[src/rtl/freq_sweep_ctrl.sv]
// Frequency sweep controller: steps a registered frequency word from f_start to f_stop,
// holding each value for dwell+1 cycles, as a single up-sweep or a continuous triangle.
module freq_sweep_ctrl #(
    parameter int unsigned freq_width  = 12,
    parameter int unsigned dwell_width = 16
) (
    input  logic                   clock_i,
    input  logic                   resetn_i,
    input  logic                   start_i,
    input  logic                   abort_i,
    input  logic                   hold_i,
    input  logic                   mode_i,
    input  logic [freq_width-1:0]  f_start_i,
    input  logic [freq_width-1:0]  f_stop_i,
    input  logic [freq_width-1:0]  f_step_i,
    input  logic [dwell_width-1:0] dwell_i,
    output logic [freq_width-1:0]  freq_o,
    output logic                   busy_o,
    output logic                   dir_o,
    output logic                   done_o,
    output logic                   err_o
);

    typedef enum logic [1:0] {StIdle, StRun, StPause} state_e;

    state_e                 state_q, state_d;
    logic [freq_width-1:0]  freq_q, freq_d;
    logic                   dir_q, dir_d;
    logic                   busy_q, busy_d;
    logic                   done_q, done_d;
    logic                   err_q, err_d;
    logic [dwell_width-1:0] cnt_q, cnt_d;

    logic [freq_width-1:0]  start_q, start_d;
    logic [freq_width-1:0]  stop_q, stop_d;
    logic [freq_width-1:0]  step_q, step_d;
    logic [dwell_width-1:0] dwell_q, dwell_d;
    logic                   mode_q, mode_d;

    logic [freq_width:0]    up_sum;
    logic [freq_width:0]    dn_diff;
    logic [freq_width-1:0]  up_next;
    logic [freq_width-1:0]  dn_next;
    logic                   cfg_ok;
    logic                   advance;

    // One extra bit catches both overflow past f_stop and underflow below zero.
    always_comb begin
        up_sum  = {1'b0, freq_q} + {1'b0, step_q};
        dn_diff = {1'b0, freq_q} - {1'b0, step_q};
        up_next = (up_sum > {1'b0, stop_q}) ? stop_q : up_sum[freq_width-1:0];
        dn_next = (dn_diff[freq_width] || (dn_diff[freq_width-1:0] < start_q)) ?
                  start_q : dn_diff[freq_width-1:0];
        cfg_ok  = (f_step_i != '0) && (f_start_i <= f_stop_i);
    end

    always_comb begin
        state_d = state_q;
        freq_d  = freq_q;
        dir_d   = dir_q;
        busy_d  = busy_q;
        done_d  = 1'b0;
        err_d   = 1'b0;
        cnt_d   = cnt_q;
        start_d = start_q;
        stop_d  = stop_q;
        step_d  = step_q;
        dwell_d = dwell_q;
        mode_d  = mode_q;
        advance = 1'b0;

        unique case (state_q)
            StIdle: begin
                if (abort_i) begin
                    freq_d = '0;
                    dir_d  = 1'b0;
                end else if (start_i) begin
                    if (cfg_ok) begin
                        start_d = f_start_i;
                        stop_d  = f_stop_i;
                        step_d  = f_step_i;
                        dwell_d = dwell_i;
                        mode_d  = mode_i;
                        freq_d  = f_start_i;
                        cnt_d   = dwell_i;
                        dir_d   = 1'b0;
                        busy_d  = 1'b1;
                        state_d = StRun;
                    end else begin
                        err_d = 1'b1;
                    end
                end
            end
            StRun: begin
                if (abort_i) begin
                    state_d = StIdle;
                    freq_d  = '0;
                    dir_d   = 1'b0;
                    busy_d  = 1'b0;
                    cnt_d   = '0;
                end else if (hold_i) begin
                    state_d = StPause;
                end else begin
                    advance = 1'b1;
                end
            end
            StPause: begin
                if (abort_i) begin
                    state_d = StIdle;
                    freq_d  = '0;
                    dir_d   = 1'b0;
                    busy_d  = 1'b0;
                    cnt_d   = '0;
                end else if (!hold_i) begin
                    // The resume edge counts as a run cycle so a pause costs exactly its length.
                    state_d = StRun;
                    advance = 1'b1;
                end
            end
            default: state_d = StIdle;
        endcase

        if (advance) begin
            if (cnt_q != '0) begin
                cnt_d = cnt_q - 1'b1;
            end else begin
                cnt_d = dwell_q;
                if (!mode_q) begin
                    if (freq_q == stop_q) begin
                        state_d = StIdle;
                        busy_d  = 1'b0;
                        done_d  = 1'b1;
                    end else begin
                        freq_d = up_next;
                    end
                end else if (!dir_q) begin
                    if (freq_q == stop_q) begin
                        dir_d  = 1'b1;
                        freq_d = dn_next;
                    end else begin
                        freq_d = up_next;
                    end
                end else begin
                    if (freq_q == start_q) begin
                        dir_d  = 1'b0;
                        freq_d = up_next;
                    end else begin
                        freq_d = dn_next;
                    end
                end
            end
        end
    end

    always_ff @(posedge clock_i or negedge resetn_i) begin
        if (!resetn_i) begin
            state_q <= StIdle;
            freq_q  <= '0;
            dir_q   <= 1'b0;
            busy_q  <= 1'b0;
            done_q  <= 1'b0;
            err_q   <= 1'b0;
            cnt_q   <= '0;
            start_q <= '0;
            stop_q  <= '0;
            step_q  <= '0;
            dwell_q <= '0;
            mode_q  <= 1'b0;
        end else begin
            state_q <= state_d;
            freq_q  <= freq_d;
            dir_q   <= dir_d;
            busy_q  <= busy_d;
            done_q  <= done_d;
            err_q   <= err_d;
            cnt_q   <= cnt_d;
            start_q <= start_d;
            stop_q  <= stop_d;
            step_q  <= step_d;
            dwell_q <= dwell_d;
            mode_q  <= mode_d;
        end
    end

    assign freq_o = freq_q;
    assign busy_o = busy_q;
    assign dir_o  = dir_q;
    assign done_o = done_q;
    assign err_o  = err_q;

endmodule
[config.mk]
export PLATFORM = sky130hd
export DESIGN_NAME = freq_sweep_ctrl
export DESIGN_NICKNAME = d
export VERILOG_FILES = /design/src/rtl/freq_sweep_ctrl.sv
export SDC_FILE = /design/constraint.sdc
export NUM_CORES = 1
export LEC_CHECK = 0
export ABC_AREA = 0
export CAP_MARGIN = 20
export CORE_MARGIN = 1
export CORE_UTILIZATION = 44
export DETAILED_ROUTE_END_ITERATION = 8
export PLACE_DENSITY = 0.61
export SYNTH_ARGS = -nofsm -noshare
export SYNTH_HDL_FRONTEND = slang
export SYNTH_SLANG_ARGS = --single-unit
[constraint.sdc]
create_clock -name clock_i -period 4.9 [get_ports clock_i]
set_clock_uncertainty 0.2 [all_clocks]
set_input_delay 0.49 -clock clock_i [delete_from_list [all_inputs] [get_ports clock_i]]
set_output_delay 0.49 -clock clock_i [all_outputs]
set_load 0.01 [all_outputs]
Word level (Yosys, flattened, before mapping)

Index checks and enable logic that the tools add are counted.

Output and inout port bits: 16
Input bits: 58
Logic and storage cells: 100
Register bits: 87

Magnitude comparators: 3
Reductions and logical operators: 9
Bitwise gates (word level): 1
Equal/unequal tests: 8
$add $sub $neg: 3
Muxes and demuxes: 64

Operators by type and width:

| kind                                                                    | number |
|---|---|
| 12-bit two-way mux                                                      | 13 |
| 16-bit two-way mux                                                      | 6 |
| 16-bit case mux with 2 select lines                                     | 1 |
| 1-bit two-way mux                                                       | 29 |
| 12-bit equality test                                                    | 2 |
| 12-bit case mux with 2 select lines                                     | 1 |
| 2-bit two-way mux                                                       | 11 |
| 16-bit nonzero test                                                     | 1 |
| 16-bit by 1-bit subtractor with 16-bit output, second input constant    | 1 |
| 12-bit by 12-bit adder with 13-bit output                               | 1 |
| 13-bit by 12-bit > comparator with 1-bit output                         | 1 |
| 12-bit by 12-bit subtractor with 13-bit output                          | 1 |
| 12-bit less-or-equal comparator                                         | 1 |
| 12-bit < comparator                                                     | 1 |
| 12-bit nonzero test                                                     | 1 |
| 3-bit inequality test, second input constant                            | 3 |
| 2-bit case mux with 3 select lines                                      | 1 |
| 5-bit AND reduction                                                     | 1 |
| 1-bit case mux with 2 select lines                                      | 2 |
| 4-bit AND reduction                                                     | 1 |
| 3-bit by 1-bit inequality test with 1-bit output, second input constant | 1 |
| 3-bit nonzero test                                                      | 1 |
| 2-bit by 1-bit equality test with 1-bit output, second input constant   | 1 |
| 2-bit equality test, second input constant                              | 1 |
| other kinds (5)                                                         | 5 |

Longest topological paths before layout

Gate-level depths: netlist (run 1).

Depth in word-level cells: 11
Mapped depth: 19
Depth with buffers taken out: 18

Least setup slack after synthesis (run 1)

No wires, ideal clock.

Path kind: reg-to-reg
Start: register freq_q[0], in the netlist freq_o[0]
End: register freq_q[7], in the netlist freq_o[7]
Required time: 4.582 ns
Setup time: 0.118 ns
Period minus slack after synthesis: 4.527 ns
Stages on the path, launching flop included: 19
Arrival time: 4.209 ns
Buffers on the path: 1
Slack: 0.373 ns
Path through: dfrtp_1 -> ha_1 -> inv_1 -> fa_1 -> or2_1 -> a221oi_2 -> o22ai_2 -> o31ai_4 -> xnor2_1 -> ha_1 -> a21o_1 -> a211o_1 -> a2111oi_4 -> a21oi_2 -> a221oi_4 -> buf_8 -> mux2i_1 -> o22ai_1 -> a21o_1

Word-level cells in the longest chain between the ends: 9
Elaborated cells on any way between the ends: 16
Those cells by class: add/sub (2); order compare (2); eq/ne (2); mux (9); reduce/logical (1)

Ends and longest elaborated chain:

| what                                           | RTL line | text |
|---|---|---|
| from (decl)                                    | 27       | `logic [freq_width-1:0] freq_q, freq_d;` |
| from (signal assigned)                         | 171      | `freq_q <= freq_d;` |
| 12-bit by 12-bit subtractor with 13-bit output | 50       | `dn_diff = {1'b0, freq_q} - {1'b0, step_q};` |
| 12-bit < comparator                            | 52       | `dn_next = (dn_diff[freq_width] \|\| (dn_diff[freq_width-1:0] < start_q)) ?` |
| 1-bit logical OR                               | 52       |  |
| 12-bit two-way mux                             | 52       |  |
| 12-bit two-way mux, on equally long branches   | 137, 144 |  |
| 12-bit two-way mux                             | 136      | `end else if (!dir_q) begin` |
| 12-bit two-way mux (*)                         | 128      | `if (!mode_q) begin` |
| 12-bit two-way mux (*)                         | 124      | `if (cnt_q != '0) begin` |
| 12-bit two-way mux (*)                         | 123      | `if (advance) begin` |
| named net freq_d[7]                            | 27       |  |

The timed path passes the listed nets; every way through them passes the cells marked *.
A chain may end at the register's enable or synchronous reset.

Worst setup path in the final report (run 1)

Start: register freq_q[0], in the netlist freq_o[0]
End: register freq_q[1], in the netlist freq_o[1]

The elaborated chain is that of the path after synthesis.

==> impl_metrics.json, run 1 <==
{
  "fp.dieH_um": 127,
  "layout.cells.non_filler": 1030,
  "grt_overflow": 0,
  "core-area_sq_um": 15200,
  "routed_via_density": 5.92,
  "cts_made_buffers": 9,
  "cts_sinks": 87,
  "crit_fanout": 9,
  "async_flop_share": 1.00,
  "ff2ff_setup_slack_ns": 0.17,
  "setup_viol": 0,
  "cts_tree": "yes",
  "fillers": 1388,
  "p_comb_frac": 0.632,
  "htree_num_levels": 3,
  "pin_count": 74,
  "cts_buffer_depth": 2,
  "tns_ns": 0,
  "final.period_utilization": 0.966,
  "yosysUniqueCellTypes": 71,
  "yosys_warnings": 0,
  "ant_nets": 0,
  "synth_top_area_cell": "dfrtp_1",
  "grt_max_degree": 56,
  "io_buffers": 73,
  "drtIter0Drc": 497,
  "drt_pre_antenna_iters": 5,
  "cp-startpoint": "freq_o[0]",
  "p_sw_frac": 0.467,
  "synth_top_cells_by_area": "dfrtp_1, ha_1, o21ai_0, mux2i_1, inv_1",
  "power_density_nw_per_um2": 674,
  "slew_headroom": 0.509,
  "fmaxAchievable_ghz": 0.211,
  "synthCells": 765,
  "stdcell_area_sq_um": 8100,
  "dpl_cell_area_sq_um": 7790,
  "outcome": "finished, final reports clean",
  "r2r-end": "freq_o[1]",
  "final_util": 0.533,
  "min_period_ns": 4.73,
  "syn-cell-area_sq_um": 6870,
  "syn_to_final_growth_pct": 18.0,
  "intPower_mw": 2.91,
  "crit_arrival_ns": 4.78,
  "die_w_um": 127,
  "diodes": 0,
  "r2r_cells": 18,
  "global_route.usage.total": 0.265,
  "synthMostInstantiatedCell": "dfrtp_1",
  "start_util": 0.452,
  "r2r-start": "freq_o[0]",
  "fp-row-count": 45,
  "synth_fp_nets": 889,
  "syn_avg_cell_area_sq_um": 8.97,
  "wl_per_cell_um": 20.0,
  "vias": 6099,
  "leakagePower_nw": 3.71,
  "drc": 0,
  "ys_ff_latch": 87,
  "power.switching_mw": 2.55,
  "ys_seq_area_frac": 0.317,
  "nets": 961,
  "clk_latency_ns": 0.36,
  "synthFlopType": "dfrtp_1",
  "clockRootBuffer": "clkbuf_16",
  "hold_viol_final": 0,
  "dpl.cell_count": 1012,
  "slew_violations": 0,
  "hpwl_mm": 16.0,
  "dieArea_sq_um": 16100,
  "cp-endpoint": "freq_o[1]",
  "synth_edf_count": 0,
  "gp_congestion": 0.932,
  "netlist_top_cells_count": "dfrtp_1, inv_1, o21ai_0",
  "yosysTopAreaCellShare": 0.317,
  "p_clk_frac": 0.127,
  "grt_pass1_vias": 5775,
  "seq_power_share": 0.241,
  "min_path_type": "flop to flop",
  "antenna_found_initial": 1,
  "worstSetupPathType": "flop to flop",
  "clk_pin_slew_ns": 0.07,
  "cp.required_ns": 4.95,
  "end_kind": "flop",
  "start_kind": "flop",
  "wl_mm": 20.6,
  "maxCapViolations": 0,
  "drive_gt1_frac": 0.0962,
  "grt_pass1_wl_mm": 32.1,
  "vdd_ir_drop_max_v": 0.000318,
  "tightest_slew_ns": 0.737
}
[metrics by stage]
stage	setup slack, ns	power, mW	hold slack, ns
after CTS	0.0840	5.38	0.296
after global placement	0.228	4.59	0.276
after detailed placement	0.121	4.66	0.281
after floorplan	0.373	3.71	-0.00559
after global routing	-0.00560	5.84	0.306
final	0.168	5.46	0.295
[cells by family after synthesis]
family,count (synthesis),share of synthesized area
compound gates,206,0.201
xor+xnor,44,0.0561
fa+ha+maj,66,0.122
buf+inv,104,0.0705
flops,87,0.317
mux,54,0.0831
simple gates,204,0.150
[placed cells by master, fill, tap and decap left out, drive strengths merged, types with 3 or more instances in the layout]
cell           synthesis  layout
dfrtp                 87      87
o21ai                 78      78
inv                   71      73
clkdlybuf4s50          0      72
ha                    64      64
nand2                 56      56
nor2                  42      42
a21oi                 36      36
mux2i                 30      30
mux2                  24      24
xnor2                 23      23
xor2                  21      21
nor3                  21      21
buf                   12      21
nor2b                 15      15
a21o                  14      14
o22ai                 13      13
nand2b                13      13
nand3                 12      12
nand4                 12      12
nor4                  11      11
a32o                  11      11
clkbuf                20      11
a221oi                10      10
o211ai                 7       7
a211oi                 7       7
or3                    6       6
o21a                   6       6
a31oi                  3       3
a211o                  3       3
or4                    3       3
and2                   3       3
o2bb2ai                3       3
o31ai                  3       3
nor3b                  3       3
[flip-flops by register name, indices dropped and copies added (netlist names)]
name,count
cnt_q,16
dwell_q,16
freq_o,12
start_q,12
step_q,12
stop_q,12
state_q,2
busy_o,1
dir_o,1
done_o,1
err_o,1
mode_q,1
[power by group through the flow]
stage | Sequential (mW) | Clock [mW] | Combinational (mW)
after floorplan | 1.26 | 0 | 2.45
after global placement | 1.31 | 0 | 3.28
after detailed placement | 1.32 | 0 | 3.34
after CTS | 1.31 | 0.705 | 3.37
after global routing | 1.36 | 0.733 | 3.75
final | 1.32 | 0.695 | 3.45
[what timing repair did]
action | in CTS | in global routing
endpoints found under the setup margin | 0 | 11
resized for setup | 0 | 2
setup buffers | 0 | 1
hold buffers | 1 | 0
endpoints found under the hold margin | 35 | 0
[worst max-delay path: stages, from the launching register on]
cell	delay (ns)
dfrtp_1	0.36
ha_1	0.17
inv_1	0.05
fa_1	0.40
or2_1	0.28
a221oi_2	0.33
o22ai_2	0.18
o31ai_4	0.27
xnor2_1	0.20
ha_1	0.30
a21o_1	0.16
a211o_1	0.33
a2111oi_4	0.34
a21oi_2	0.11
a221oi_4	0.26
buf_12	0.20
mux2i_1	0.20
o22ai_1	0.10
a21o_1	0.18
[worst min-delay path by stage]
stage	start	endpoint	slack (ns)	depth (start not counted)
floorplan	resetn_i	busy_o	-0.006	0
global placement	resetn_i	err_o	0.28	1
detailed placement	resetn_i	err_o	0.28	1
CTS	dwell_q[0]	dwell_q[0]	0.30	1
global route	dwell_q[0]	dwell_q[0]	0.31	1
finish	dwell_q[0]	dwell_q[0]	0.29	1
[per-layer routing]
| layer | global-route usage | part of all wire | vias to the layer above |
|---|---|---|---|
| li1 | - | - | 2873 |
| met3 | 0.0498 | 0.071 | 25 |
| met2 | 0.397 | 0.44 | 226 |
| met5 | 0 | 0.00049 | - |
| met4 | 0.0889 | 0.016 | 2 |
| met1 | 0.382 | 0.47 | 2973 |
[final cells by class]
| class | instances | area (sq um) | share of cell area |
|---|---|---|---|
| flip-flops and latches | 87 | 2180 | 0.269 |
| clock inverters | 5 | 38.8 | 0.00479 |
| repair buffers | 94 | 913 | 0.113 |
| inverters | 71 | 267 | 0.0329 |
| multi-input cells | 574 | 4220 | 0.521 |
| well taps | 188 | 235 | 0.0290 |
| clock buffers | 11 | 253 | 0.0312 |
(Power assumes the default switching activity.)
==> run 2, diff against run 1 <==
--- a/config.mk
+++ b/config.mk
@@ -10,6 +10,7 @@
 export CORE_MARGIN = 1
 export CORE_UTILIZATION = 44
 export DETAILED_ROUTE_END_ITERATION = 8
+export GPL_TIMING_DRIVEN = 0
 export PLACE_DENSITY = 0.61
 export SYNTH_ARGS = -nofsm -noshare
 export SYNTH_HDL_FRONTEND = slang
==> impl_metrics.json, run 2 (synthesis gave the netlist of run 1 again) <==
{
  "final_util": 0.546,
  "clk_pin_slew_ns": 0.07,
  "outcome": "finished, final reports clean",
  "clk_latency_ns": 0.36,
  "fp-row-count": 45,
  "drtIter0Drc": 402,
  "min_period_ns": 4.79,
  "grt.busiest_layer": "met2",
  "reg.largest.list": "cnt_q: 16 flops, dwell_q: 16 flops",
  "wl_per_cell_um": 20.8,
  "r2r_cells": 19,
  "start_kind": "flop",
  "ant_nets": 0,
  "crit_fanout": 5,
  "dieArea_sq_um": 16100,
  "min_path_type": "flop to flop",
  "grt_max_degree": 49,
  "htree_num_levels": 3,
  "drc": 0,
  "r2r-start": "freq_o[0]",
  "end_kind": "flop",
  "layout_commonest_cell": "dfrtp_1",
  "gp_congestion": 0.922,
  "core-area_sq_um": 15200,
  "tns_ns": 0,
  "rsz0062_at_grt": "false",
  "most-common-layout-cells": "dfrtp_1, clkdlybuf4s50_1, inv_1, o21ai_0, ha_1",
  "start_util": 0.452,
  "routed_via_density": 5.98,
  "ff2ff_setup_slack_ns": 0.11,
  "grt_use_met1": 0.417,
  "cts_tree": "yes",
  "vias": 6281,
  "fmaxAchievable_ghz": 0.209,
  "wl_mm": 21.9,
  "pin_count": 74,
  "cts_made_buffers": 9,
  "drive_gt1_frac": 0.111,
  "fillers": 1402,
  "grt_overflow": 0,
  "leakagePower_nw": 3.78,
  "hpwl_mm": 16.5,
  "hold_viol_final": 0,
  "grt_pass1_wl_mm": 34.0,
  "use_met2": 0.422,
  "slew_violations": 0,
  "vdd_ir_drop_max_v": 0.000267,
  "crit_arrival_ns": 4.83,
  "cp-endpoint": "freq_o[1]",
  "syn_to_final_growth_pct": 21.0,
  "fp.dieH_um": 127,
  "diodes": 0,
  "die_w_um": 127,
  "drt_pre_antenna_iters": 5,
  "cts_buffer_depth": 2,
  "slew_headroom": 0.479,
  "setup_viol": 0,
  "worstSetupPathType": "flop to flop",
  "final.period_utilization": 0.977,
  "io_buffers": 72,
  "cts_sinks": 87,
  "cp.required_ns": 4.95,
  "use_met3": 0.0333,
  "clockRootBuffer": "clkbuf_16",
  "nets": 984,
  "cp-startpoint": "freq_o[0]",
  "power_density_nw_per_um2": 691,
  "global_route.usage.total": 0.281,
  "maxCapViolations": 0,
  "p_total_mw": 5.74,
  "tightest_slew_ns": 0.774,
  "grt_pass1_vias": 5913,
  "r2r-end": "freq_o[1]",
  "antenna_found_initial": 0
}
[run 2: final cells by class]
| cell class | instances | area, sq um | area share |
|---|---|---|---|
| repair buffers | 85 | 868 | 0.105 |
| well taps | 188 | 235 | 0.0283 |
| clock buffers | 9 | 225 | 0.0271 |
| plain buffers | 32 | 214 | 0.0258 |
| clock inverters | 5 | 60.1 | 0.00723 |
| multi-input cells | 574 | 4250 | 0.512 |
| inverters | 71 | 267 | 0.0321 |
| flip-flops and latches | 87 | 2180 | 0.263 |
[run 2: where the power goes]
group | leakage [nW] | switching, mW | internal [mW]
clock | 0.138 | 0.307 | 0.391
sequential | 1.09 | 0.297 | 1.03
combinational | 2.56 | 2.03 | 1.68
[run 2: metrics by stage]
step / setup WS (ns) / cells / hold slack, ns / cell area, sq um
finish: 0.113 / 1051 / 0.305 / 8300
global route: 0.0123 / 1051 / 0.318 / 8300
CTS: 0.0351 / 1050 / 0.309 / 8280
detailed placement: -0.495 / 1026 / 0.293 / 7850
global placement: -0.454 / 1025 / 0.280 / 7820
floorplan: 0.373 / 765 / -0.00559 / 6870
[run 2: timing repair]
| item | CTS | global route |
|---|---|---|
| gates resized for setup | 10 | 4 |
| endpoints found under the hold margin | 39 | 0 |
| cloned | 1 | 0 |
| pin swaps | 8 | 9 |
| hold buffers | 1 | 0 |
| endpoints found under the setup margin | 12 | 11 |
| buffers inserted | 8 | 1 |
[run 2: worst min-delay path by stage]
stage / cells past startpoint / from / to
after floorplan: 0 / resetn_i / busy_o
after global placement: 1 / dwell_q[0] / dwell_q[0]
after detailed placement: 1 / dwell_q[0] / dwell_q[0]
after CTS: 1 / dwell_q[4] / dwell_q[4]
after global routing: 1 / dwell_q[11] / dwell_q[11]
final: 1 / dwell_q[4] / dwell_q[4]
[run 2: per-layer routing]
layer	up-vias	wire length, um
met5	-	0
met4	0	540
met3	32	1340
met2	248	9600
met1	3075	10400
li1	2926	-
[run 2: worst max-delay path: stages (launching register included)]
cell and delay (ns):
dfrtp_2 0.41, ha_2 0.19, inv_1 0.05, fa_2 0.35
or2_4 0.28, a221oi_4 0.38, o22ai_4 0.16, o31ai_4 0.24
xnor2_2 0.19, ha_1 0.32, a21o_1 0.17, a211o_1 0.34
a2111oi_4 0.22, a21oi_2 0.15, a221oi_4 0.26, buf_12 0.16
buf_8 0.13, mux2i_1 0.21, o22ai_1 0.11, a21o_1 0.17
==> patch 1 (config.mk and constraints of run 1) <==
Put one more register stage on the output `freq_o`, cleared by the reset. The value now appears one clock later. The other outputs are not delayed to match.
--- a/src/rtl/freq_sweep_ctrl.sv
+++ b/src/rtl/freq_sweep_ctrl.sv
@@ -182,7 +182,13 @@
         end
     end
 
-    assign freq_o = freq_q;
+    always_ff @(posedge clock_i or negedge resetn_i) begin
+        if (!resetn_i) begin
+            freq_o <= '0;
+        end else begin
+            freq_o <= freq_q;
+        end
+    end
     assign busy_o = busy_q;
     assign dir_o  = dir_q;
     assign done_o = done_q;
Function: changed (a bounded check fails within 4 cycles, from zero or initial values and one cycle with resetn_i low).
==> patch 1 against run 1 <==
Area after synthesis is 5.0% higher. Largest cell class unchanged. Die area is 4.9% higher. Cell area is 4.3% higher. Highest routed layer is now met4. Synthesized cell count is 5.9% higher. Via count is 5.5% higher. Total power is 5.2% higher. Worst hold slack worse by 0.27 ns. Global-route usage is 2.2 points higher. Setup slack better by 0.26 ns. Wire length is 12% higher. Clock power is 3.9% higher. Utilization is 0.29 points lower. Sequential cell count is 12 higher.
==> patch 1: results (changes against run 1) <==
- The initial detailed-routing violation count came to 593 (was 497).
- The largest net degree at the start of global routing is 103 (was 56).
- The worst slack at placement is 0.570 ns (was 0.121 ns).
- The number of buffers added by the clock tree synthesis step came to 9 (unchanged).
- The global-route total usage across every layer is 28.7% (was 26.5%).
- The fraction of registers with async set/reset was 100% (unchanged).
- The placed cell count is 1075 (was 1012).
- The class of the most critical hold timing path is input port to asynchronous set/reset pin (was flop to flop).
- The routed wire length on met2 is 10200 um (was 9160 um).
- The later pin in the worst-skew pair is clocked with a latency of 0.35 ns.
- The peak fanout along the critical path was 8 (was 9).
- The worst supply voltage drop on vdd came to 0.282 mV (was 0.318 mV).
- Largest regs: cnt_q (16), dwell_q (16) (unchanged).
- The adder-cell share of the synthesized area is 11.7% (was 12.2%).
- Commonest cells in the netlist: dfrtp_1, nand2_1, inv_1 (was dfrtp_1, inv_1, o21ai_0).
- The arrival time of the worst setup path is 4.48 ns (was 4.78 ns).
- The share of the synthesized area in compound gates (AO/OA/AOI/OAI) is 19.5% (was 20.1%).
- The number of detailed-routing iterations run before antenna repair is 5 (unchanged).
- The proportion of layout cells with a drive suffix above 1 is 7.31% (was 9.62%).
- The share of synthesized area occupied by flip-flops and latches came to 34.4% (was 31.7%).
- The number of global-route vias before repair was 6226 (was 5775).
- The wire length on met1 came to 10600 um (was 9640 um).
- The net count of the mapped netlist is 934 (was 889).
- The worst slew margin relative to its limit is 39.7% (was 50.9%).
- The total number of vias is 6437 (was 6099).
- The HPWL after detailed placement is 17200 um (was 16000 um).
- The clock slew at the register clock pins of the worst setup and hold paths is 0.08 ns.
- The number of buffers added on ports is 73 (unchanged).
- The multiplexer share of the synthesized area came to 6.89% (was 8.31%).
- The number of antenna violations at the first check in global routing is 0 (was 1).
- Status: completed (unchanged).
- The cell area reported after detailed placement was 8160 sq um (was 7790 sq um).
- Synth top area cells: dfrtp_1, ha_1, xnor2_1, o21ai_0, nand2_1 (was dfrtp_1, ha_1, o21ai_0, mux2i_1, inv_1).
- The buffer type at the clock tree root was clkbuf_16 (unchanged).
- The total length of routed met3 wires is 1760 um (was 1460 um).
- The gate count after technology mapping was 810 (was 765).
- The global placer's final weighted congestion came to 0.917 (was 0.932).
- The highest routing layer actually used is met4 (was met5).
- The top flip-flop cell by instance count after synthesis is dfrtp_1 (unchanged).
- The filler cell count in the final layout is 1502 (was 1388).
- The via density per instance is 5.90 (was 5.92).
- The delay contributed by the slowest stage of the critical path is 0.56 ns (was 0.40 ns).
- The post-detailed-routing wire length is 23100 um (was 20600 um).
- The first-pass GRT wire length is 36100 um (was 32100 um).
- The total inserted antenna cells came to 0 (unchanged).
- The maximum clock insertion buffer count came to 2 (unchanged).
- The number of distinct library cell variants in the gate-level netlist after synthesis came to 66 (was 71).
- The number of gates resized after cts is 0 (unchanged).
- The leakage power is 3.55 nW (was 3.71 nW).
- The fraction of synthesized cell area in xor and xnor cells is 5.95% (was 5.61%).
- The final layout net count came to 994 (was 961).
- The highest-delay cell along the critical path was dfrtp_1 (was fa_1).
==> patch 1: changes by cell type after synthesis, moves of 5 or more <==
| cell | before | now |
|---|---|---|
| o221ai_1 | 0 | 21 |
| nand2_1 | 56 | 75 |
| xnor2_1 | 23 | 39 |
| a31oi_1 | 3 | 16 |
| clkbuf_1 | 14 | 26 |
| dfrtp_1 | 87 | 99 |
| a32o_1 | 11 | 0 |
| xor2_1 | 21 | 10 |
| o31ai_1 | 2 | 12 |
| a21o_1 | 14 | 5 |
| o21ai_1 | 9 | 0 |
| nor2b_1 | 15 | 7 |
| o22ai_1 | 12 | 4 |
| clkbuf_8 | 5 | 0 |
==> patch 1: layer usage <==
layer / global-route usage, % / vias up
met4: 9.37 / 0
met3: 6.60 / 37
li1: - / 3038
met5: 0 / -
met2: 43.8 / 256
met1: 40.0 / 3106
==> patch 1: critical path, delay by kind of cell (launching register included) <==
| family | cells | cell delay, ns |
|---|---|---|
| AND/OR/NAND/NOR | 5 | 1.10 |
| AO/OA/AOI/OAI | 4 | 0.85 |
| adder cells (fa/ha/maj) | 2 | 0.85 |
| XOR/XNOR | 1 | 0.13 |
| flip-flops | 1 | 0.56 |
| multiplexers | 1 | 0.25 |
| buffers and inverters | 2 | 0.38 |
==> patch 1: final timing paths <==
| kind | start | to | slack, ns | cells past startpoint |
|---|---|---|---|---|
| max in group asynchronous | resetn_i | stop_q[10]$_DFFE_PN0P_ | 3.40 | 2 |
| worst max-delay path | freq_q[1]$_DFF_PN0_ | freq_q[4]$_DFF_PN0_ | 0.43 | 15 |
| worst min register to register | dwell_q[3]$_DFFE_PN0P_ | dwell_q[3]$_DFFE_PN0P_ | 0.31 | 1 |
| worst min-delay path | resetn_i | start_q[3]$_DFFE_PN0P_ | 0.02 | 1 |
| worst max register to register | freq_q[1]$_DFF_PN0_ | freq_q[4]$_DFF_PN0_ | 0.43 | 15 |
| min in group clock_i | dwell_q[3]$_DFFE_PN0P_ | dwell_q[3]$_DFFE_PN0P_ | 0.31 | 1 |
==> patch 1: cell families after synthesis <==
| family | count (synthesis) |
|---|---|
| adder cells (fa/ha/maj) | 66 |
| buffers and inverters | 112 |
| AND/OR/NAND/NOR | 222 |
| XOR/XNOR | 49 |
| multiplexers | 47 |
| flip-flops | 99 |
| AO/OA/AOI/OAI | 215 |
==> patch 1: final cells by class <==
class                           instances  area [sq um]  share of cell area, %
Clock buffer                           12           256                   3.04
Clock inverter                          4          32.5                  0.385
Inverter                               73           274                   3.24
Multi-Input combinational cell        599          4290                   50.7
Sequential cell                        99          2480                   29.3
Tap cell                              216           270                   3.20
Timing Repair Buffer                   88           853                   10.1
==> patch 1: where the power goes <==
part | internal, mW | switching (mW)
logic | 1.48 | 2.05
clock network | 0.376 | 0.345
registers | 1.15 | 0.346
total | 3.01 | 2.74
==> patch 2 (settings of run 1) <==
Without the edit above. Set the parameter `freq_width` to 8 (it was 12).
--- a/src/rtl/freq_sweep_ctrl.sv
+++ b/src/rtl/freq_sweep_ctrl.sv
@@ -1,7 +1,7 @@
 // Frequency sweep controller: steps a registered frequency word from f_start to f_stop,
 // holding each value for dwell+1 cycles, as a single up-sweep or a continuous triangle.
 module freq_sweep_ctrl #(
-    parameter int unsigned freq_width  = 12,
+    parameter int unsigned freq_width  = 8,
     parameter int unsigned dwell_width = 16
 ) (
     input  logic                   clock_i,
Ports: changed (resized f_start_i, f_step_i, f_stop_i and freq_o); port bits go from 74 to 58. No check against the original RTL was run, so the function may have changed too.
==> patch 2 against run 1 <==
Non-clock buffer count shrank 33. First-iteration DRC count decreased by 42%. Wire length down 35%. Synthesized cell count shrank 29%. Utilization up 0.39 points. Total power is 26% lower. Count of clock-buffer cells in the layout unchanged. Setup slack gained 0.36 ns. Sequential power down 15%. Worst hold slack worse by 0.21 ns. Sequential cell count shrank 16. Combinational power is 34% lower. Area after synthesis shrank 25%. Cell area is 25% lower. Largest power group unchanged. Highest routed layer is now met4.
==> patch 2: results (changes against run 1) <==
- Status: completed (unchanged).
- The total inserted antenna cells is 0 (unchanged).
- The highest-delay cell along the critical path is a2111oi_4 (was fa_1).
- The number of buffers inserted by post-CTS setup repair is 0 (unchanged).
- The proportion of layout cells with a drive suffix above 1 came to 12.9% (was 9.62%).
- The met2 usage in global routing was 35.4% (was 39.7%).
- The fraction of met1 tracks used by global routing is 34.6% (was 38.2%).
- The non-clock buffering overhead in the final layout is 9.80% (was 11.3%).
- The non-clock inverter count in the final layout is 44 (was 71).
- The largest net degree at the start of global routing is 72 (was 56).
- The power density normalized to cell area is 660 nW/um^2 (was 674 nW/um^2).
- The part of the power in registers is 27.8% (was 24.1%).
- The leakage power is 2.70 nW (was 3.71 nW).
- Commonest cells in the netlist: dfrtp_1, nor2_1, ha_1, inv_1, mux2_2 (was dfrtp_1, inv_1, o21ai_0).
- The HPWL after detailed placement is 9930 um (was 16000 um).
- The global placer's final weighted congestion is 0.870 (was 0.932).
- The delay contributed by the slowest stage of the critical path came to 0.56 ns (was 0.40 ns).
- Synth top area cells: dfrtp_1, ha_1, mux2_2, o21ai_0, nor2_1 (was dfrtp_1, ha_1, o21ai_0, mux2i_1, inv_1).
- The count of placed standard cells in the final layout, fillers left out came to 748 (was 1030).
- The highest routing layer actually used is met4 (was met5).
- The placed cell count is 733 (was 1012).
- The final-layout worst hold slack is 0.0854 ns (was 0.295 ns).
- The number of buffers added on ports is 57 (was 73).
- The gate count after technology mapping came to 546 (was 765).
- The fraction of registers with async set/reset is 100% (unchanged).
- The final layout net count was 693 (was 961).
- The number of combinational gates with multiple inputs was 414 (was 574).
- The cell area reported after detailed placement is 5820 sq um (was 7790 sq um).
- The routed wire length on met2 came to 5750 um (was 9160 um).
- The area of all sequential standard cells is 1780 sq um (was 2180 sq um).
- The minimum setup slack among reg-to-reg paths is 0.53 ns (was 0.17 ns).
- The via density per instance is 5.75 (was 5.92).
- The logic depth of the worst register-to-register path is 16 (was 18).
- The number of distinct library cell variants in the gate-level netlist after synthesis is 66 (was 71).
- The global-route total usage across every layer is 24.2% (was 26.5%).
- The fraction of the core area covered by cells at the end of the flow is 53.7% (was 53.3%).
- The class of the most critical hold timing path was input port to asynchronous set/reset pin (was flop to flop).
- The worst supply voltage drop on vdd is 0.294 mV (was 0.318 mV).
- The wire length on met1 is 6520 um (was 9640 um).
- The net count of the mapped netlist is 638 (was 889).
- The number of antenna violations at the first check in global routing is 0 (was 1).
- The worst slack at placement was 0.552 ns (was 0.121 ns).
- The slew at the pin with the worst max-slew slack is 0.917 ns (was 0.737 ns).
- The internal cell power is 2.27 mW (was 2.91 mW).
- The non-clock buffer total of the final layout was 61 (was 94).
- The combined area of the multi-input logic cells came to 3110 sq um (was 4220 sq um).
- The core area is 11400 sq um (was 15200 sq um).
- The number of global-route vias before repair is 4279 (was 5775).
- The share of final layout cell area taken by clock buffers and inverters came to 4.59% (was 3.60%).
- The combinational-cell power consumption came to 2.26 mW (was 3.45 mW).
- The initial detailed-routing violation count is 286 (was 497).
patch 2: how the worst max path moves through the flow:
stage                     slack, ns             endpoint
after floorplan                0.96  freq_o[7]$_DFF_PN0_
after global placement         0.69  freq_o[7]$_DFF_PN0_
after detailed placement       0.55  freq_o[1]$_DFF_PN0_
after CTS                      0.55  freq_o[1]$_DFF_PN0_
after global routing           0.21  freq_o[2]$_DFF_PN0_
final                          0.53  freq_o[1]$_DFF_PN0_
patch 2: logic make-up (layout without fill, tap and decap cells):
| kind of cell | after synthesis | count (layout) | synth area share [%] |
|---|---|---|---|
| buf+inv | 61 | 120 | 4.67 |
| fa+ha+maj | 46 | 46 | 11.5 |
| flops | 71 | 71 | 34.7 |
| compound gates | 154 | 154 | 20.7 |
| simple gates | 142 | 142 | 14.0 |
| xor+xnor | 27 | 27 | 4.62 |
| mux | 45 | 45 | 9.77 |
